===== src/rtl/pixel_loader.sv =====
`default_nettype none
// ============================================================================
// Module      : pixel_loader
// Description : Captures a serial byte frame of binarized pixels followed by
//               layer-one weight bytes into parallel image/weight registers.
// Revision    : 1.0 - initial release
// ============================================================================
module pixel_loader #(
    parameter int N_PIX    = 784,
    parameter int N_WBYTES = 9
) (
    input  logic                   clk,
    input  logic                   rst_n,
    input  logic [2:0]             state,
    input  logic                   in_valid,
    input  logic [7:0]             in_data,
    output logic                   in_ready,
    output logic [27:0][27:0]      pixels,
    output logic [2:0][2:0][7:0]   weights,
    output logic [6:0]             byte_count,
    output logic                   load_done,
    output logic                   overrun
);

    localparam logic [2:0] c_ST_IDLE    = 3'b000;
    localparam logic [2:0] c_ST_LOAD    = 3'b001;

    localparam logic [6:0] c_PIX_BYTES  = 7'(N_PIX / 8);
    localparam logic [6:0] c_FRAME      = 7'((N_PIX / 8) + N_WBYTES);
    localparam logic [6:0] c_LAST_BYTE  = 7'((N_PIX / 8) + N_WBYTES - 1);

    logic [783:0] r_pix;
    logic [71:0]  r_wts;
    logic [6:0]   r_count;
    logic         r_done;
    logic         r_overrun;

    logic         w_in_load;
    logic         w_accept;
    logic         w_pix_phase;
    logic         w_wt_phase;
    logic [9:0]   w_pix_base;
    logic [6:0]   w_wt_sel;
    logic [6:0]   w_wt_base;

    assign w_in_load   = (state == c_ST_LOAD);
    assign in_ready    = w_in_load && !r_done;
    assign w_accept    = in_valid && in_ready;

    // Destination is chosen purely from the running count.
    assign w_pix_phase = (r_count < c_PIX_BYTES);
    assign w_wt_phase  = (r_count >= c_PIX_BYTES) && (r_count < c_FRAME);
    assign w_pix_base  = {r_count, 3'b000};
    assign w_wt_sel    = r_count - c_PIX_BYTES;
    assign w_wt_base   = {w_wt_sel[3:0], 3'b000};

    always_ff @(posedge clk) begin
        if (!rst_n) begin
            r_pix     <= '0;
            r_wts     <= '0;
            r_count   <= '0;
            r_done    <= 1'b0;
            r_overrun <= 1'b0;
        end else begin
            case (state)
                c_ST_IDLE: begin
                    r_count <= '0;
                    r_done  <= 1'b0;
                end
                c_ST_LOAD: begin
                    if (in_valid && r_done) begin
                        r_overrun <= 1'b1;
                    end
                    if (w_accept) begin
                        if (w_pix_phase) begin
                            r_pix[w_pix_base +: 8] <= in_data;
                        end else if (w_wt_phase) begin
                            r_wts[w_wt_base +: 8] <= in_data;
                        end
                        if (r_count < c_FRAME) begin
                            r_count <= r_count + 7'd1;
                        end
                        if (r_count == c_LAST_BYTE) begin
                            r_done <= 1'b1;
                        end
                    end
                end
                default: begin
                    // Layer states and unused codes freeze the frame.
                end
            endcase
        end
    end

    assign pixels     = r_pix;
    assign weights    = r_wts;
    assign byte_count = r_count;
    assign load_done  = r_done;
    assign overrun    = r_overrun;

endmodule
`default_nettype wire


===== config.mk =====
export PLATFORM = sky130hd
export DESIGN_NAME = pixel_loader
export DESIGN_NICKNAME = d
export VERILOG_FILES = /design/src/rtl/pixel_loader.sv
export SDC_FILE = /design/constraint.sdc
export NUM_CORES = 2
export LEC_CHECK = 0
export ABC_AREA = 1
export BUFFER_PORTS_ARGS = -buffer_cell sky130_fd_sc_hd__buf_2
export CAP_MARGIN = 25
export CORE_AREA = 2 2 339 341
export CTS_BUF_LIST = sky130_fd_sc_hd__clkbuf_2
export DETAILED_ROUTE_END_ITERATION = 6
export DIE_AREA = 0 0 341 343
export SLEW_MARGIN = 20
export SYNTH_ARGS = -nofsm -noshare
export SYNTH_HDL_FRONTEND = slang
export SYNTH_SLANG_ARGS = --single-unit

===== constraint.sdc =====
create_clock -name clk -period 3.2 [get_ports clk]
set_input_delay 0.64 -clock clk [delete_from_list [all_inputs] [get_ports clk]]
set_output_delay 0.64 -clock clk [all_outputs]
set_load 0.02 [all_outputs]

Word level (Yosys, flattened, before mapping)
Cells that the tools add are included.
{"block": "word_totals", "out_inout_bits": 866, "regBits": 865, "word_cells": 42, "in_bits": 14}
{"block": "classes", "n_reduce_logical": 12, "n_bitwise": 1, "n_mux": 8, "shifts": 4, "n_lt_le_gt_ge": 3, "add_sub_neg": 4, "eq_ne": 5}
{"op": "$bwmux W784", "n": 1}
{"op": "$shift A8 B12 Y784 const A", "n": 1}
{"op": "$shiftx A8 B12 Y784", "n": 1}
{"op": "$bwmux W72", "n": 1}
{"op": "$shift A8 B9 Y72 const A", "n": 1}
{"op": "$shiftx A8 B9 Y72", "n": 1}
{"op": "$lt A7 B7 Y1 const B", "n": 2}
{"op": "$mux W7", "n": 2}
{"op": "$pmux W7 S2", "n": 1}
{"op": "$neg A10 Y12", "n": 1}
{"op": "$neg A7 Y9", "n": 1}
{"op": "$reduce_and A3 Y1", "n": 3}
{"op": "$add A7 B1 Y7 const B", "n": 1}
{"op": "$eq A7 B7 Y1 const B", "n": 1}
{"op": "$ge A7 B7 Y1 const B", "n": 1}
{"op": "$ne A2 B1 Y1 const B", "n": 3}
{"op": "$logic_and A1 B1 Y1", "n": 4}
{"op": "$reduce_and A4 Y1", "n": 1}
{"op": "$sub A4 B2 Y4 const B", "n": 1}
{"op": "$eq A3 B1 Y1 const B", "n": 1}
{"op": "$logic_not A3 Y1", "n": 1}
{"op": "$mux W1", "n": 2}
{"op": "$pmux W1 S2", "n": 1}
{"op": "$reduce_and A2 Y1", "n": 1}
{"op": "3 further kinds", "n": 3}

Longest topological paths before layout
{"block": "depth", "word_depth": 5, "ltp_mapped": 17}

Worst setup path before layout
No wires, ideal clock.
{"block": "synth_timing", "path_type": "reg2reg", "start": "reg r_count[0] (netlist: byte_count[0])", "end": "reg r_pix[103] (netlist: pixels[103])", "t_arrival_ps": 2330, "path_stages_with_launch": 14, "period_less_slack_ps": 2446, "n_path_buf": 1, "setup_slack_ps": 754, "t_required_ps": 3084, "path_cell_list": "dfxtp_1 > buf_6 > inv_4 > ha_1 > nor2_4 > inv_1 > nor2_1 > nand2_1 > nor2_1 > nand2_1 > inv_2 > nand2_2 > o21ai_0 > nor2_1"}
{"block": "synth_via", "elab_chain_len": 3, "elab_cells_between_ends": 6, "classes_between": "add/sub: 1; order compare: 1; shift: 2; mux: 1; reduce/logical: 1"}
{"item": "start, declared", "line_no": "34", "source": "logic [6:0] r_count;"}
{"item": "start signal, assigned", "line_no": "81", "source": "r_count <= r_count + 7'd1;"}
{"item": "$neg A10 Y12", "line_no": "76", "source": "r_pix[w_pix_base +: 8] <= in_data;"}
{"item": "$shiftx A8 B12 Y784 or $shift A8 B12 Y784 (tied branches)", "line_no": "76"}
{"item": "$bwmux W784", "line_no": "76"}
{"item": "end signal, assigned by index", "line_no": "76"}
{"item": "end, declared", "line_no": "32", "source": "logic [783:0] r_pix;"}
Parallel ways exist; a longest one is shown, timed or not.
A chain may end at the register's enable or synchronous reset.

Worst setup path in the final report
{"block": "layout_timing", "start": "in state[2]", "end": "out in_ready"}
{"block": "layout_via", "elab_chain_len": 2}
{"item": "start, declared", "line_no": "14", "source": "input logic [2:0] state,"}
{"item": "$eq A3 B1 Y1", "line_no": "46", "source": "assign w_in_load = (state == c_ST_LOAD);"}
{"item": "$logic_and A1 B1 Y1", "line_no": "47", "source": "assign in_ready = w_in_load && !r_done;"}
{"item": "end, declared", "line_no": "17", "source": "output logic in_ready,"}
No other way between the ends.

==> impl_metrics.json <==
{
  "synth_area_um2": 37100,
  "yosys.cell_types.count": 36,
  "tightestPinTransition_ns": 1.04,
  "cp.required_ns": 2.56,
  "ys.flop_type": "dfxtp_1",
  "yosys_warnings": 0,
  "arrival_ns": 2.46,
  "powerDensity_nw_per_um2": 430,
  "slew_violations": 0,
  "grt_first_pass_wirelength_um": 239000,
  "grtUsageMet3": 0.0880,
  "yosysTopAreaCell": "dfxtp_1",
  "synthTopCellsByArea": "dfxtp_1 (47%), nor2_1 (14%), nand2_1 (13%)",
  "cts_tree": "built",
  "drt_drc_violations_left": 0,
  "routed_wl_um": 169000,
  "synth_fp_nets": 5508,
  "portBuffers": 879,
  "grt.busiest_layer": "met2",
  "syn_area_per_cell_um2": 6.77,
  "reg2reg_slack_ns": 0.23,
  "gr-total-overflow": 0,
  "hold_violations": 0,
  "grtUsageMet1": 0.325,
  "fin_hold_ws_ns": 0.200,
  "holdPathEnd": "pixels[154]",
  "power.leakage_nw": 23.4,
  "rr_worst_depth": 11,
  "num_vias": 38435,
  "syn_inst": 5484,
  "relSlewSlack": 0.303,
  "hold_start": "rst_n",
  "grt.met2_usage": 0.465,
  "drt_iter0_drc": 2698,
  "nNetsFinal": 6517,
  "synth_edf_count": 0,
  "synthSimpleGateAreaFrac": 0.356,
  "fp.dieH_um": 343,
  "cts-root-buf": "clkbuf_2",
  "grt.total_usage": 0.276,
  "grt_max_degree": 145,
  "core_um2": 113000,
  "num_rows": 124,
  "dp_hpwl_um": 125000,
  "cap_viol_max_count": 0,
  "cts_buffer_depth": 3,
  "critPathLaunchType": "input pin",
  "synth-adder-area-share": 0.00337,
  "drive_above_1_share": 0.236,
  "synth-xor-area-share": 0.00118,
  "numClockSinks": 865,
  "finalCritPeriodShare": 0.968,
  "synthArstFlopShare": 0,
  "worstSetupEndpointType": "primary output",
  "dp.cells": 7752,
  "reg2reg_from": "byte_count[1]",
  "status": "complete, no violations",
  "min_period_ns": 3.10,
  "final_cells": 8196,
  "fmax_mhz": 323,
  "cts_made_buffers": 228,
  "antenna_found_initial": 3,
  "r2r_end": "pixels[151]",
  "peakVddDrop_mv": 0.252,
  "clkSlewWorstSetupHoldPaths_ns": 0.10,
  "die_w_um": 341,
  "crit_type": "input pin to primary output",
  "wl_per_cell_um": 20.6,
  "yosys_register_bits": 865,
  "synth_top_family_by_area": "simple AND/OR/NAND/NOR gates",
  "io-pin-count": 880,
  "synth_compound_area_frac": 0.0737,
  "dieArea_um2": 117000,
  "clkLatencyLatePin_ns": 1.62,
  "synthToLayoutAreaGrowth_pct": 23.4,
  "grt_pass1_vias": 35661,
  "ant_nets": 0,
  "hold_class": "input pin to flip-flop",
  "synth_top_cell_area_share": 0.467,
  "worst_clock_skew_ns": 0.121,
  "synth-seq-area-share": 0.467,
  "holdPathStages": 5,
  "h-tree-depth": 4,
  "avgViaCountPerCell": 4.69,
  "start_util": 0.327,
  "cp_max_fo": 2,
  "synth_mux_area_frac": 0,
  "firstDrtPassIters": 6,
  "globalplace.congestion": 0.892,
  "finalSetupViolations": 0
}
[stage by stage]
step	util	total power, W	area (um2)	worst slack, ns	setup TNS (ns)
after floorplan	-	0.0115	37100	0.754	0
after global placement	0.382	0.0118	43400	0.0649	0
after detailed placement	0.382	0.0118	43400	-0.0149	-0.0275
after CTS	0.403	0.0199	45700	-0.0236	-0.129
after global routing	0.404	0.0206	45800	-0.0159	-0.0159
final	0.404	0.0197	45800	0.101	0
[registers in the layout, indices dropped and copies added, names as in the netlist]
signal,cells
byte_count,7
weights,72
overrun,1
load_done,1
pixels,784
[report_power, final]
group | switching, W | internal [W]
logic | 0.000593 | 0.000180
registers | 0.00000229 | 0.0108
clock network | 0.00484 | 0.00334
[worst max-delay path by stage]
stage                        startpoint          end  slack (ns)  cells past startpoint
after global routing          load_done     in_ready       -0.02                      4
after CTS                 byte_count[1]  pixels[421]       -0.02                     14
after floorplan           byte_count[0]  pixels[103]        0.75                     13
final                          state[2]     in_ready        0.10                      7
after detailed placement  byte_count[1]  pixels[416]       -0.01                     14
after global placement    byte_count[1]  pixels[294]        0.06                     14
[metal layers]
| metal | vias up | wire, um |
|---|---|---|
| met1 | 17709 | 67700 |
| met5 | - | 0 |
| met4 | 0 | 6620 |
| li1 | 18914 | - |
| met3 | 321 | 14800 |
| met2 | 1491 | 79700 |
[logic make-up after synthesis]
| logic type | after synthesis |
|---|---|
| and+or+nand+nor | 3199 |
| buffers and inverters | 887 |
| DFF | 865 |
| AOI/OAI and AO/OA | 518 |
| adders and majority gates | 10 |
| xor gates and xnor gates | 5 |
[cell usage after synthesis, drive strengths merged (11+ instances only)]
cell	count
nor2	1490
nand2	1349
dfxtp	865
inv	614
o21ai	267
nand3	238
a21oi	195
buf	134
clkbuf	134
o21bai	54
nand4	52
nor3	50
nand3b	11
[layout make-up]
type / count / area (um2)
clock buffers: 338 / 1690
inverters: 619 / 2350
multi-input cells: 3732 / 16200
flip-flops and latches: 865 / 17300
repair buffers: 1047 / 5900
well taps: 1512 / 1890
clock inverters: 72 / 465
diodes: 11 / 27.5
fillers: 12226 / 67600
[what timing repair did]
action | 4_1_cts | 5_1_grt
buffers inserted | 0 | 1
hold endpoints to repair | 821 | 0
endpoints found under the setup margin | 11 | 50
resized for setup | 1 | 6
hold buffers | 22 | 0
pin swaps | 0 | 1
[worst max-delay path, stage by stage]
cell and delay (ns):
dlygate4sd3_1 0.54, buf_2 0.13, dlygate4sd3_1 0.60, nor2_4 0.15, nand3_1 0.11, inv_1 0.11
buf_2 0.17
[layout by cell type (no fill, tap or decap), types with 47 or more instances in the layout]
cell type and instances:
nor3_1 47, nand4_1 52, o21bai_1 54, buf_2 878, dfxtp_1 864, nor2_1 1421, inv_1 572, clkbuf_2 338
clkinv_1 54, nand3_1 235, o21ai_0 242, buf_4 132, nand2_1 1282, a21oi_1 195
(Power assumes the default switching activity.)
